$ cat src/rtl/zigbee_pkg.sv
// Shared types and constants for the 802.15.4 transmit PHY framer.
// Contents: SFD byte, maximum PSDU length, reflected CRC-16 polynomial,
// framer state enum, nibble type, and a 4-bit CRC step used by the FCS block.
package zigbee_pkg;
  localparam logic [7:0]  SFD_BYTE      = 8'hA7;
  localparam int          MAX_PSDU_LEN  = 127;
  localparam logic [15:0] FCS_POLY_REFL = 16'h8408;

  typedef enum logic [2:0] {IDLE, PREAMBLE, SFD, PHR, PAYLOAD, FCS} state_t;
  typedef logic [3:0] nibble_t;

  // Four LSB-first bit steps of CRC-16 ITU-T (reflected form).
  function automatic logic [15:0] crc16_nibble(input logic [15:0] c, input nibble_t n);
    logic [15:0] r;
    r = c;
    for (int i = 0; i < 4; i++)
      r = (r >> 1) ^ (((r[0] ^ n[i]) != 1'b0) ? FCS_POLY_REFL : 16'h0000);
    return r;
  endfunction
endpackage

$ cat src/rtl/zigbee_phy_framer_if.sv
// Host and inFIFO handshake bundle for zigbee_phy_framer.
//   inStart/inLength      : frame request and payload byte count
//   inByte/inByteValid    : host payload stream, outByteReady accepts it
//   inFifoFull            : inFIFO back-pressure
//   outData/outWriteEnable: nibble write port into the inFIFO
//   outBusy/outDone/outError : frame status
// master = host/FIFO side, slave = framer.
interface zigbee_phy_framer_if;
  import zigbee_pkg::*;
  logic       inStart;
  logic [6:0] inLength;
  logic [7:0] inByte;
  logic       inByteValid;
  logic       outByteReady;
  logic       inFifoFull;
  nibble_t    outData;
  logic       outWriteEnable;
  logic       outBusy;
  logic       outDone;
  logic       outError;

  modport master (
    output inStart, inLength, inByte, inByteValid, inFifoFull,
    input  outByteReady, outData, outWriteEnable, outBusy, outDone, outError
  );
  modport slave (
    input  inStart, inLength, inByte, inByteValid, inFifoFull,
    output outByteReady, outData, outWriteEnable, outBusy, outDone, outError
  );
endinterface

$ cat src/rtl/zigbee_fcs_crc16.sv
// CRC-16 ITU-T accumulator (init 0, reflected poly 0x8408), advanced one
// payload nibble per enabled cycle, low nibble of each byte first.
// Ports: clock, reset (async high), clear (sync), enable, nibble in, crc out.
module zigbee_fcs_crc16
  import zigbee_pkg::*;
(
  input  logic        clock,
  input  logic        reset,
  input  logic        clear,
  input  logic        enable,
  input  nibble_t     nibble,
  output logic [15:0] crc
);
  always_ff @(posedge clock or posedge reset) begin
    if (reset)       crc <= '0;
    else if (clear)  crc <= '0;
    else if (enable) crc <= crc16_nibble(crc, nibble);
  end
endmodule

$ cat src/rtl/zigbee_phy_framer.sv
// 802.15.4 transmit framer: preamble, SFD, PHR, payload and optional FCS,
// written as low-nibble-first nibbles into the inFIFO.
// Ports: inClock, inReset (async active-high), bus (zigbee_phy_framer_if.slave).
// Build option: define ZIGBEE_FCS_EN to append the 2-byte CRC-16 FCS
// (PHR = length + 2, lengths above 125 rejected with outError).
module zigbee_phy_framer
  import zigbee_pkg::*;
#(
  parameter int PREAMBLE_NIBBLES = 8,
  parameter int MAX_PSDU         = MAX_PSDU_LEN
) (
  input logic                inClock,
  input logic                inReset,
  zigbee_phy_framer_if.slave bus
);
`ifdef ZIGBEE_FCS_EN
  localparam logic [7:0] PHR_EXTRA = 8'd2;
`else
  localparam logic [7:0] PHR_EXTRA = 8'd0;
`endif

  state_t     state, state_n;
  logic [7:0] cnt;        // nibble position inside the current state
  logic [6:0] phr;
  logic [6:0] rem;        // payload bytes not yet accepted from the host
  logic [7:0] byte_buf;
  logic       buf_full, hi;
  logic       busy_q, last_q, done_q, we_q;
  nibble_t    data_q, nib;
  logic       pend, go, ready, accept, start_ok, last_nib, end_body;
  logic [7:0] phr_calc;

`ifdef ZIGBEE_FCS_EN
  logic [15:0] crc;
  logic        err_q;

  zigbee_fcs_crc16 u_crc (
    .clock  (inClock),
    .reset  (inReset),
    .clear  (start_ok),
    .enable (go && (state == PAYLOAD)),
    .nibble (nib),
    .crc    (crc)
  );
`endif

  always_ff @(posedge inClock or posedge inReset) begin
    if (inReset) state <= IDLE;
    else         state <= state_n;
  end

  always_comb begin
    state_n  = state;
    nib      = '0;
    pend     = 1'b0;
    last_nib = 1'b0;
    end_body = 1'b0;
    phr_calc = {1'b0, bus.inLength} + PHR_EXTRA;
    // busy_q stays high through the final write cycle, so a start cannot
    // slip in before outDone.
    start_ok = (state == IDLE) && !busy_q && bus.inStart && (phr_calc <= 8'(MAX_PSDU));
    unique case (state)
      IDLE:     if (start_ok) state_n = PREAMBLE;
      PREAMBLE: pend = 1'b1;
      SFD: begin
        pend = 1'b1;
        nib  = cnt[0] ? SFD_BYTE[7:4] : SFD_BYTE[3:0];
      end
      PHR: begin
        pend = 1'b1;
        nib  = cnt[0] ? {1'b0, phr[6:4]} : phr[3:0];
      end
      PAYLOAD: begin
        pend = buf_full;
        nib  = hi ? byte_buf[7:4] : byte_buf[3:0];
      end
`ifdef ZIGBEE_FCS_EN
      FCS: begin
        pend = 1'b1;
        unique case (cnt[1:0])
          2'd0: nib = crc[3:0];
          2'd1: nib = crc[7:4];
          2'd2: nib = crc[11:8];
          default: nib = crc[15:12];
        endcase
      end
`endif
      default: state_n = IDLE;
    endcase

    go     = pend && !bus.inFifoFull;
    // The buffer can refill in the same cycle its high nibble goes out.
    ready  = (state == PAYLOAD) && (rem != 7'd0) && (!buf_full || (hi && go));
    accept = ready && bus.inByteValid;

    if (go) begin
      unique case (state)
        PREAMBLE: if (cnt == 8'(PREAMBLE_NIBBLES - 1)) state_n = SFD;
        SFD:      if (cnt[0]) state_n = PHR;
        PHR: if (cnt[0]) begin
          if (rem != 7'd0) state_n = PAYLOAD;
          else             end_body = 1'b1;
        end
        PAYLOAD: if (hi && (rem == 7'd0)) end_body = 1'b1;
`ifdef ZIGBEE_FCS_EN
        FCS: if (cnt[1:0] == 2'd3) begin
          state_n  = IDLE;
          last_nib = 1'b1;
        end
`endif
        default: ;
      endcase
    end

    if (end_body) begin
`ifdef ZIGBEE_FCS_EN
      state_n = FCS;
`else
      state_n  = IDLE;
      last_nib = 1'b1;
`endif
    end
  end

  always_ff @(posedge inClock or posedge inReset) begin
    if (inReset) begin
      cnt      <= '0;
      phr      <= '0;
      rem      <= '0;
      byte_buf <= '0;
      buf_full <= 1'b0;
      hi       <= 1'b0;
      busy_q   <= 1'b0;
      last_q   <= 1'b0;
      done_q   <= 1'b0;
      we_q     <= 1'b0;
      data_q   <= '0;
    end else begin
      if (state_n != state) cnt <= '0;
      else if (go)          cnt <= cnt + 8'd1;

      we_q <= go;
      if (go) data_q <= nib;

      // outDone/outBusy-fall land one cycle after the final strobe.
      last_q <= last_nib;
      done_q <= last_q;
      if (last_q)   busy_q <= 1'b0;
      if (start_ok) busy_q <= 1'b1;

      if (start_ok) begin
        phr      <= phr_calc[6:0];
        rem      <= bus.inLength;
        buf_full <= 1'b0;
        hi       <= 1'b0;
      end
      if ((state == PAYLOAD) && go) begin
        if (hi) begin
          hi       <= 1'b0;
          buf_full <= 1'b0;
        end else begin
          hi <= 1'b1;
        end
      end
      if (accept) begin
        byte_buf <= bus.inByte;
        buf_full <= 1'b1;
        hi       <= 1'b0;
        rem      <= rem - 7'd1;
      end
    end
  end

`ifdef ZIGBEE_FCS_EN
  always_ff @(posedge inClock or posedge inReset) begin
    if (inReset) err_q <= 1'b0;
    else         err_q <= (state == IDLE) && !busy_q && bus.inStart && (phr_calc > 8'(MAX_PSDU));
  end
  assign bus.outError = err_q;
`else
  assign bus.outError = 1'b0;
`endif

  assign bus.outByteReady   = ready;
  assign bus.outData        = data_q;
  assign bus.outWriteEnable = we_q;
  assign bus.outBusy        = busy_q;
  assign bus.outDone        = done_q;
endmodule
$ cat src/flat_wrapper.sv
// flat-port wrapper written by rule: the top's interface ports become plain ports
module zigbee_phy_framer_flat import zigbee_pkg::*;
#(
  parameter int PREAMBLE_NIBBLES = 8,
  parameter int MAX_PSDU         = MAX_PSDU_LEN
)
  (inClock, inReset, bus_inStart, bus_inLength, bus_inByte, bus_inByteValid, bus_inFifoFull, bus_outByteReady, bus_outData, bus_outWriteEnable, bus_outBusy, bus_outDone, bus_outError);
  zigbee_phy_framer_if bus_i ();
  input logic inClock;
  input logic inReset;
  input wire logic [$bits(bus_i.inStart)-1:0] bus_inStart;
  input wire logic [$bits(bus_i.inLength)-1:0] bus_inLength;
  input wire logic [$bits(bus_i.inByte)-1:0] bus_inByte;
  input wire logic [$bits(bus_i.inByteValid)-1:0] bus_inByteValid;
  input wire logic [$bits(bus_i.inFifoFull)-1:0] bus_inFifoFull;
  output wire logic [$bits(bus_i.outByteReady)-1:0] bus_outByteReady;
  output wire logic [$bits(bus_i.outData)-1:0] bus_outData;
  output wire logic [$bits(bus_i.outWriteEnable)-1:0] bus_outWriteEnable;
  output wire logic [$bits(bus_i.outBusy)-1:0] bus_outBusy;
  output wire logic [$bits(bus_i.outDone)-1:0] bus_outDone;
  output wire logic [$bits(bus_i.outError)-1:0] bus_outError;
  assign bus_i.inStart = bus_inStart;
  assign bus_i.inLength = bus_inLength;
  assign bus_i.inByte = bus_inByte;
  assign bus_i.inByteValid = bus_inByteValid;
  assign bus_i.inFifoFull = bus_inFifoFull;
  assign bus_outByteReady = bus_i.outByteReady;
  assign bus_outData = bus_i.outData;
  assign bus_outWriteEnable = bus_i.outWriteEnable;
  assign bus_outBusy = bus_i.outBusy;
  assign bus_outDone = bus_i.outDone;
  assign bus_outError = bus_i.outError;
  zigbee_phy_framer #(.PREAMBLE_NIBBLES(PREAMBLE_NIBBLES), .MAX_PSDU(MAX_PSDU)) u_core (.inClock(inClock), .inReset(inReset), .bus(bus_i));
endmodule
$ cat config.mk
export PLATFORM = sky130hd
export DESIGN_NAME = zigbee_phy_framer_flat
export DESIGN_NICKNAME = d
export VERILOG_FILES = /design/src/rtl/zigbee_pkg.sv /design/src/rtl/zigbee_phy_framer_if.sv /design/src/rtl/zigbee_fcs_crc16.sv /design/src/rtl/zigbee_phy_framer.sv /design/src/flat_wrapper.sv
export SDC_FILE = /design/constraint.sdc
export NUM_CORES = 1
export LEC_CHECK = 0
export CAP_MARGIN = 10
export CORE_MARGIN = 2
export CORE_UTILIZATION = 55
export DETAILED_ROUTE_END_ITERATION = 8
export PLACE_DENSITY = 0.91
export SYNTH_ARGS = -nofsm -noshare
export SYNTH_HDL_FRONTEND = slang
export SYNTH_SLANG_ARGS = --single-unit
$ cat constraint.sdc
create_clock -name inClock -period 2.1 [get_ports inClock]
set_input_delay 0.42 -clock inClock [delete_from_list [all_inputs] [get_ports inClock]]
set_output_delay 0.42 -clock inClock [all_outputs]
set_load 0.02 [all_outputs]
# == Word level (Yosys, flattened, before mapping) ==
# Cells that the tools add are included.
# op_classes
add_sub_neg,2
magnitude_cmp,1
n_eq_ne,6
n_mux,34
n_reduce_logical,23
# op_table
op,count
$mux 3,7
$mux 8,2
$mux 1,15
$mux 7,2
$mux 4,3
$pmux 4 s3,1
$logic_and 1x1->1,10
$pmux 3 s3,1
$add 8x1->8 const B,1
$eq 8x3->1 const B,1
$le 7x7->1 const B,1
$logic_not 7->1,1
$reduce_bool 7->1,1
$sub 7x1->7 const B,1
$eq 3x2->1 const B,2
$pmux 3 s2,1
$reduce_bool 2->1,3
$pmux 1 s2,2
$reduce_or 4->1,1
$eq 3x1->1 const B,1
$eq 3x3->1 const B,1
$logic_not 1->1,3
$logic_not 3->1,1
$ne 3x3->1,1
other kinds (3),3
# word_totals
register_bits,43
in_bits,20
word_cells,78

# == Longest topological paths before layout ==
# Gate-level depths: netlist of run 1.
# logic_depth
depth_word,13
depth_mapped,8

# == Worst setup path after synthesis of run 1 ==
# OpenSTA, ideal clock, no wires.
# synth_timing
path_kind,reg-to-reg
start,reg u_core.state[0]
end,reg u_core.rem[2]
setup_ns,0.126
arrival_ns,1.898
t_required_ns,1.974
slack_ns,0.076
stages_incl_launch_ff,7
path_buffers,1
synth_period_minus_slack_ns,2.024
cell_sequence,dfrtp_1 buf_2 or3b_4 a221oi_4 nand2_2 mux2i_1 a221o_1
# synth_via
elab_chain_cells,9
elab_cells_between_ends,18
cone_classes,4 x eq/ne; 2 x mux; 12 x reduce/logical
# synth_rtl
element,line_no,source
"start, declared",zigbee_phy_framer.sv:22,"state_t state, state_n;"
"start signal, assigned",zigbee_phy_framer.sv:49,else state <= state_n;
$eq 3x1->1 / $eq 3x2->1 (equally long branches),zigbee_phy_framer.sv:62,unique case (state)
$reduce_or 3->1 (no source line),-,
$pmux 1 s2,zigbee_phy_framer.sv:62,
$logic_and 1x1->1,zigbee_phy_framer.sv:91,go = pend && !bus.inFifoFull;
$logic_and 1x1->1,zigbee_phy_framer.sv:93,ready = (state == PAYLOAD) && (rem != 7'd0) && (!buf_full || (hi && go));
$logic_or 1x1->1,zigbee_phy_framer.sv:93,
$logic_and 1x1->1 *,zigbee_phy_framer.sv:93,
named net bus_outByteReady,flat_wrapper.sv:16,output wire logic [$bits(bus_i.outByteReady)-1:0] bus_outByteReady;
$logic_and 1x1->1 *,zigbee_phy_framer.sv:94,accept = ready && bus.inByteValid;
$mux 7 / $reduce_bool 2->1 (equally long branches),-,
"end signal, assigned",zigbee_phy_framer.sv:153,rem <= bus.inLength;
"end signal, assigned",zigbee_phy_framer.sv:169,rem <= rem - 7'd1;
"end, declared",zigbee_phy_framer.sv:25,logic [6:0] rem;
# Mark *: on every way through the listed nets, which the timed path passes. The rest lies on a longest branch.
# A chain may end at the register's enable or synchronous reset.

# == Worst setup path after layout of run 1 ==
# layout_timing
start,reg u_core.rem[1]
end,out bus_outByteReady
# layout_via
elab_chain_cells,3
# layout_rtl
element,line_no
$reduce_bool 7->1,zigbee_phy_framer.sv:93
$logic_and 1x1->1 (2 in a row),zigbee_phy_framer.sv:93
"end, declared",flat_wrapper.sv:16
# Every way passes these cells.

==> results.md, run 1 <==
* Flops & latches, synth at 43
* DRT iter0 DRCs at roughly 260
* Max_slew headroom at about 64%
* Filler cell count at about 310
* Remaining DRCs at 0
* Run status: finished, final reports clean
* Post-route ant nets at 0
* I/O pins at 29
* Root Driver: clkbuf_8
* Pwr/cell area at roughly 1200 nW/um^2
* Finish-stage setup viols at 0
* Max-Cap Viols at 0
* Placement Setup Slack at -0.266 ns
* Synth Instances at ~250
* TritonCTS buffer count at 5
* Starting Density at a little under three fifths
* Hold Fails Final Rpt at 0
* YS warnings at 0
* Worst-Skew Late Latency at around 0.30 ns
* DR WL/cell at about 15 um
* Worst Hold Slack at between 0.3 and 0.4 ns
* H-tree levels at 2
* Top_reg_cell synth: dfrtp_1
* Min cycle time layout at between 2 and 2.5 ns
* CTS tree: built
* Port Buffer Count at 27
* Cell area after synthesis at 2280 sq um
* Period utilization at 97.9%
* Core area at roughly 4000 sq um
* Leakage at approximately 1.3 nW
* Setup crit end kind: output pin
* Crit-path max FO at 3
* Vias in the first global route at between 2000 and 2500
* Slew Limit Fails at 0
* ANT cells at 0
* Crit path DAT at between 1.5 and 2 ns
* Worst hold path class: reg2reg
* Pin count of the biggest net entering global routing at 44
* Share of post-route cells with drive strength above 1 at between 10% and 20%
* CP startpoint kind: flip-flop
* Post-Syn Area per Cell at 9.05 sq um
* Post-synthesis sequential area ratio at between 40% and 50%
* Overall die height at just under 70 um
* VDD IR max at 623 uV
* Routability cong. at around 0.88
* First-pass GRT wire length at between 9 and 10 mm
* Clk_skew at around 0.0099 ns
* Setup CP Type: reg2out
* Grt ovf at 0
* Area added between synthesis and finish at 25.4%
* Row Count at 23
* Slew at the pin closest to its max-slew limit at between 0.5 and 0.6 ns
* CTS Hold Buffers Added at 0
* Clk sinks at 43
* Initial antenna violation count at 0
* Clock tree buffer depth at 2
* WL final at between 5 and 6 mm
* Setup slack after layout at around 0.045 ns
* GRT Overall Usage at 27.8%
* Nets at around 330
* Die width at between 60 and 70 um
* Yosys cell types at 55
* DP HPWL at around 3.9 mm
* DR pass1 iterations at 4
* Worst-path clk slew at 0.08 ns
* Vias at just over 2000
* Syn_nets at around 270
* EDFF count, synth at 0
* Die area at around 4700 sq um
* Worst path required time at ~1.7 ns
* Max Freq at a little under 0.5 GHz
* Post-DR vias/cell at roughly 5.8
* Post-synth ARST share at 100%
==> Yosys cell counts, types with 3 or more instances <==
cell	number	area, sq um
o21ai_1	4	20.0
nand2b_1	3	18.8
a22o_1	4	35.0
mux2i_1	7	70.1
nand2_1	60	225
o22ai_1	4	25.0
dfrtp_1	43	1080
xor2_1	5	43.8
a21oi_1	11	55.1
nor3_1	3	15.0
nand4_1	4	25.0
inv_1	12	45.0
mux2_2	4	45.0
and3_1	3	18.8
clkbuf_1	8	30.0
nor2_1	20	75.1
o21ai_0	4	20.0
==> cells by family (layout without fill, tap and decap cells) <==
group / Yosys count / count (layout) / synth area share [%]
and+or+nand+nor: 111 / 111 / 22.4
xor gates and xnor gates: 7 / 7 / 2.69
buffers and inverters: 27 / 77 / 5.21
other: 1 / 1 / 0.164
muxes: 11 / 11 / 5.05
DFF: 43 / 43 / 47.2
AOI/OAI and AO/OA: 50 / 50 / 16.1
adders and majority gates: 2 / 2 / 1.10
==> worst max-delay path: stages, from the launching register on <==
cell and delay [ns]:
dfrtp_1 0.37, inv_1 0.05, ha_2 0.16, nor3b_1 0.13
buf_4 0.15, a221oi_4 0.31, buf_6 0.16
==> placed cells by master (no fill, tap or decap), types with 2 or more instances in the layout <==
cell type and instances:
nand2_1 60, dfrtp_1 43, buf_4 31, clkdlybuf4s50_1 26, nor2_1 20, inv_1 12
a21oi_1 11, mux2i_1 7, xor2_1 5, clkbuf_8 5, nand4_1 4, o21ai_1 4
a22o_1 4, o21ai_0 4, mux2_2 4, o22ai_1 4, nor3_1 3, nand2b_1 3
and3_1 3, a21o_1 2, nor3b_1 2, o32ai_1 2, a31oi_1 2, or3_1 2
or4_1 2, o311ai_1 2, o211ai_1 2, o21a_1 2, nor2b_1 2, a221o_1 2
xnor2_1 2
==> area by class of cell <==
type / instances / area, sq um / area share (%)
Multi-Input combinational cell: 182 / 1090 / 38.3
Sequential cell: 43 / 1080 / 37.7
Timing Repair Buffer: 58 / 504 / 17.6
Clock buffer: 6 / 72.6 / 2.54
Tap cell: 50 / 62.6 / 2.19
Inverter: 13 / 48.8 / 1.71
==> flip-flops by register name, summed over array words and instances (netlist names), 3 cells and up <==
name / flops
u_core.byte_buf: 8
u_core.cnt: 8
u_core.phr: 7
u_core.rem: 7
u_core.bus.outData: 4
u_core.state: 3
==> what timing repair did <==
| action | CTS | global route |
|---|---|---|
| setup endpoints to repair | 1 | 14 |
| setup buffers | 0 | 2 |
| pin swaps | 0 | 1 |
| hold endpoints to repair | 0 | 0 |
| gates resized for setup | 4 | 4 |
==> report_power, final <==
part	leakage [nW]	internal (mW)	switching, mW
registers	0.560	1.13	0.203
clock network	0.0371	0.222	0.267
logic	0.751	0.779	0.904
total	1.35	2.13	1.37
==> final timing paths <==
check,startpoint,to,slack (ns),cells past startpoint
worst min-delay path,u_core.last_q$_DFF_PP0_,u_core.bus.outDone$_DFF_PP0_,0.37,0
worst max-delay path,u_core.rem[1]$_DFFE_PP0P_,bus_outByteReady,0.04,6
worst min register to register,u_core.last_q$_DFF_PP0_,u_core.bus.outDone$_DFF_PP0_,0.37,0
worst max register to register,u_core.rem[1]$_DFFE_PP0P_,u_core.rem[3]$_DFFE_PP0P_,0.08,9
min in group asynchronous,inReset,u_core.bus.outDone$_DFF_PP0_,0.55,3
max in group asynchronous,inReset,u_core.phr[0]$_DFFE_PP0P_,1.17,3
==> metrics by stage <==
step / cell area (sq um) / power [mW] / TNS, ns / std cells / util, %
final: 2860 / 3.50 / 0 / 352 / 71.4
after floorplan: 2280 / 2.34 / 0 / 252 / -
after global routing: 2860 / 3.76 / -0.115 / 352 / 71.4
after global placement: 2760 / 2.87 / -0.311 / 344 / 69.0
after CTS: 2830 / 3.44 / 0 / 350 / 70.7
after detailed placement: 2760 / 2.96 / -0.369 / 344 / 69.0
==> layer usage <==
layer | vias up | global-route usage, % | wire length, um
met5 | - | 0 | 0
met4 | 0 | 10.8 | 115
met3 | 9 | 5.43 | 288
met2 | 82 | 45.0 | 2690
met1 | 963 | 36.8 | 2320
li1 | 971 | - | -
(Power assumes the default switching activity.)
==> inputs of run 2 (changes only) <==
--- a/config.mk
+++ b/config.mk
@@ -9,6 +9,7 @@
 export CORE_MARGIN = 2
 export CORE_UTILIZATION = 55
 export DETAILED_ROUTE_END_ITERATION = 8
+export GPL_ROUTABILITY_DRIVEN = 0
 export PLACE_DENSITY = 0.91
 export SYNTH_ARGS = -nofsm -noshare
 export SYNTH_HDL_FRONTEND = slang
==> constraint.sdc (replaced) <==
create_clock -name inClock -period 1.95 [get_ports inClock]
set_input_delay 0.39 -clock inClock [delete_from_list [all_inputs] [get_ports inClock]]
set_output_delay 0.39 -clock inClock [all_outputs]
set_load 0.02 [all_outputs]
==> run 2 against run 1 <==
  * Sequential power up 9%
  * Critical path depth up 2
  * Cell count up 0.28%
  * Setup slack worse by 0.0035 ns
  * Combinational power up 12%
  * Clock skew down 0.0028 ns
  * Final area up 2.1%
  * Die area unchanged
  * Total power up 12%
  * Worst hold slack better by 0.0079 ns
==> results.md, run 2 (synthesized netlist as in run 1, its figures left out) <==
* Run status: finished, final reports clean
* Min cycle time layout at between 1.5 and 2 ns
* Post-route ant nets at 0
* Root Driver: clkbuf_8
* Clk sinks at 43
* Setup crit end kind: flip-flop
* Clock tree buffer depth at 2
* TritonCTS buffer count at 5
* Top flop regs: u_core.byte_buf x8, u_core.cnt x8
* R2R cell count at 8
* Setup slack after layout at ~0.041 ns
* Period utilization at between 90% and 100%
* Worst hold path class: reg2reg
* Placement Setup Slack at -0.356 ns
* DR WL/cell at roughly 16 um
* Share of post-route cells with drive strength above 1 at between 10% and 20%
* Design Area, Final at just under 3000 sq um
* Slew at the pin closest to its max-slew limit at approximately 0.53 ns
* Starting Density at approximately 57%
* Placed Instance Area at approximately 2800 sq um
* Core area at ~4000 sq um
* Nets at about 320
* Grt ovf at 0
* Top Usage Layer GRT: met2
* Max_slew headroom at between 60 and 70%
* Max Freq at between 0.5 and 0.6 GHz
* CTS Hold Buffers Added at 0
* Vias in the first global route at 1999
* Row Count at 23
* CTS tree: built
* Crit path DAT at ~2.1 ns
* DP HPWL at 3.90 mm
* I/O pins at 29
* First-pass GRT wire length at ~8.8 mm
* Leakage at roughly 1.4 nW
* GRT Overall Usage at 26.0%
* Grt met2 use at between 40 and 50%
* ANT cells at 0
* Die area at ~4700 sq um
* CP startpoint kind: flip-flop
* Hold Fails Final Rpt at 0
* Most frequent cells in the layout: nand2_1 (60), dfrtp_1 (43), buf_4 (29), clkdlybuf4s50_1 (26), nor2_1 (20)
* Remaining DRCs at 0
* Met3 GRT Util at 4.77%
* Vias at about 2100
* Hold path cells at 0
* Initial antenna violation count at 0
* Area added between synthesis and finish at 28.0%
* Die width at between 60 and 70 um
* Reg2reg setup slack at slightly above 0.04 ns
* Slew Limit Fails at 0
* DR pass1 iterations at 5
* Commonest non-fill, non-tap cell in the layout: nand2_1
* Setup CP Type: reg2reg
* Pin count of the biggest net entering global routing at 44
* VDD IR max at ~730 uV
* Max-Cap Viols at 0
* Final total power at slightly below 4 mW
* H-tree levels at 2
* WL final at 5.60 mm
* Worst-path clk slew at roughly 0.090 ns
* Clk_skew at between 0.007 and 0.008 ns
* Filler cell count at 290
* Post-DR vias/cell at 5.86
* Worst path required time at between 2 and 2.5 ns
* Crit-path max FO at 5
* Worst-Skew Late Latency at approximately 0.3 ns
* Finish-stage setup viols at 0
* Pwr/cell area at between 1000 and 1500 nW/um^2
* Overall die height at 68.4 um
* DRT iter0 DRCs at just under 200
* RSZ-0062 raised after global routing: yes
* Port Buffer Count at 27
* Grt met1 use at 31.8%
* Worst Hold Slack at 0.379 ns
run 2: layout make-up:
| class | instances | area, sq um | area share [%] |
|---|---|---|---|
| multi-input cells | 182 | 1140 | 39.0 |
| flip-flops and latches | 43 | 1080 | 36.9 |
| repair buffers | 57 | 500 | 17.1 |
| clock buffers | 5 | 68.8 | 2.36 |
| well taps | 50 | 62.6 | 2.14 |
| inverters | 13 | 48.8 | 1.67 |
| clock inverters | 3 | 23.8 | 0.814 |
run 2: stage by stage:
| step | util (%) | instances | setup TNS (ns) |
|---|---|---|---|
| after floorplan | - | 252 | -0.0999 |
| after global placement | 69.1 | 343 | -0.802 |
| after detailed placement | 69.1 | 343 | -0.988 |
| after CTS | 71.3 | 351 | -0.000345 |
| after global routing | 73.0 | 353 | -0.0934 |
| final | 73.0 | 353 | 0 |
run 2: where the power goes:
| group | internal, mW | switching [mW] |
|---|---|---|
| clock | 0.256 | 0.330 |
| combinational | 0.890 | 0.996 |
| sequential | 1.21 | 0.240 |
run 2: repair_timing:
item / in CTS / in global routing
endpoints found under the setup margin: 5 / 18
gates resized for setup: 6 / 9
buffers inserted: 0 / 2
pin swaps: 0 / 3
run 2: final timing paths:
| kind | start | to |
|---|---|---|
| min reg2reg | u_core.last_q$_DFF_PP0_ | u_core.bus.outDone$_DFF_PP0_ |
| min in group asynchronous | inReset | u_core.phr[1]$_DFFE_PP0P_ |
| max | u_core.rem[0]$_DFFE_PP0P_ | u_core.rem[3]$_DFFE_PP0P_ |
| min | u_core.last_q$_DFF_PP0_ | u_core.bus.outDone$_DFF_PP0_ |
| max in group asynchronous | inReset | u_core.byte_buf[5]$_DFFE_PP0P_ |
| max reg2reg | u_core.rem[0]$_DFFE_PP0P_ | u_core.rem[3]$_DFFE_PP0P_ |
run 2: critical path, cell delays in order (launching register included):
cell	delay, ns
dfrtp_1	0.36
inv_1	0.05
ha_2	0.18
nor3b_4	0.16
a221oi_4	0.31
buf_6	0.16
and2_4	0.18
o21ai_1	0.08
a221o_1	0.32
run 2: per-layer routing:
layer  wire [um]  vias to the layer above
met3         258                       12
li1            -                      964
met1        2210                     1011
met5           0                        -
met2        2980                       81
met4         155                        0
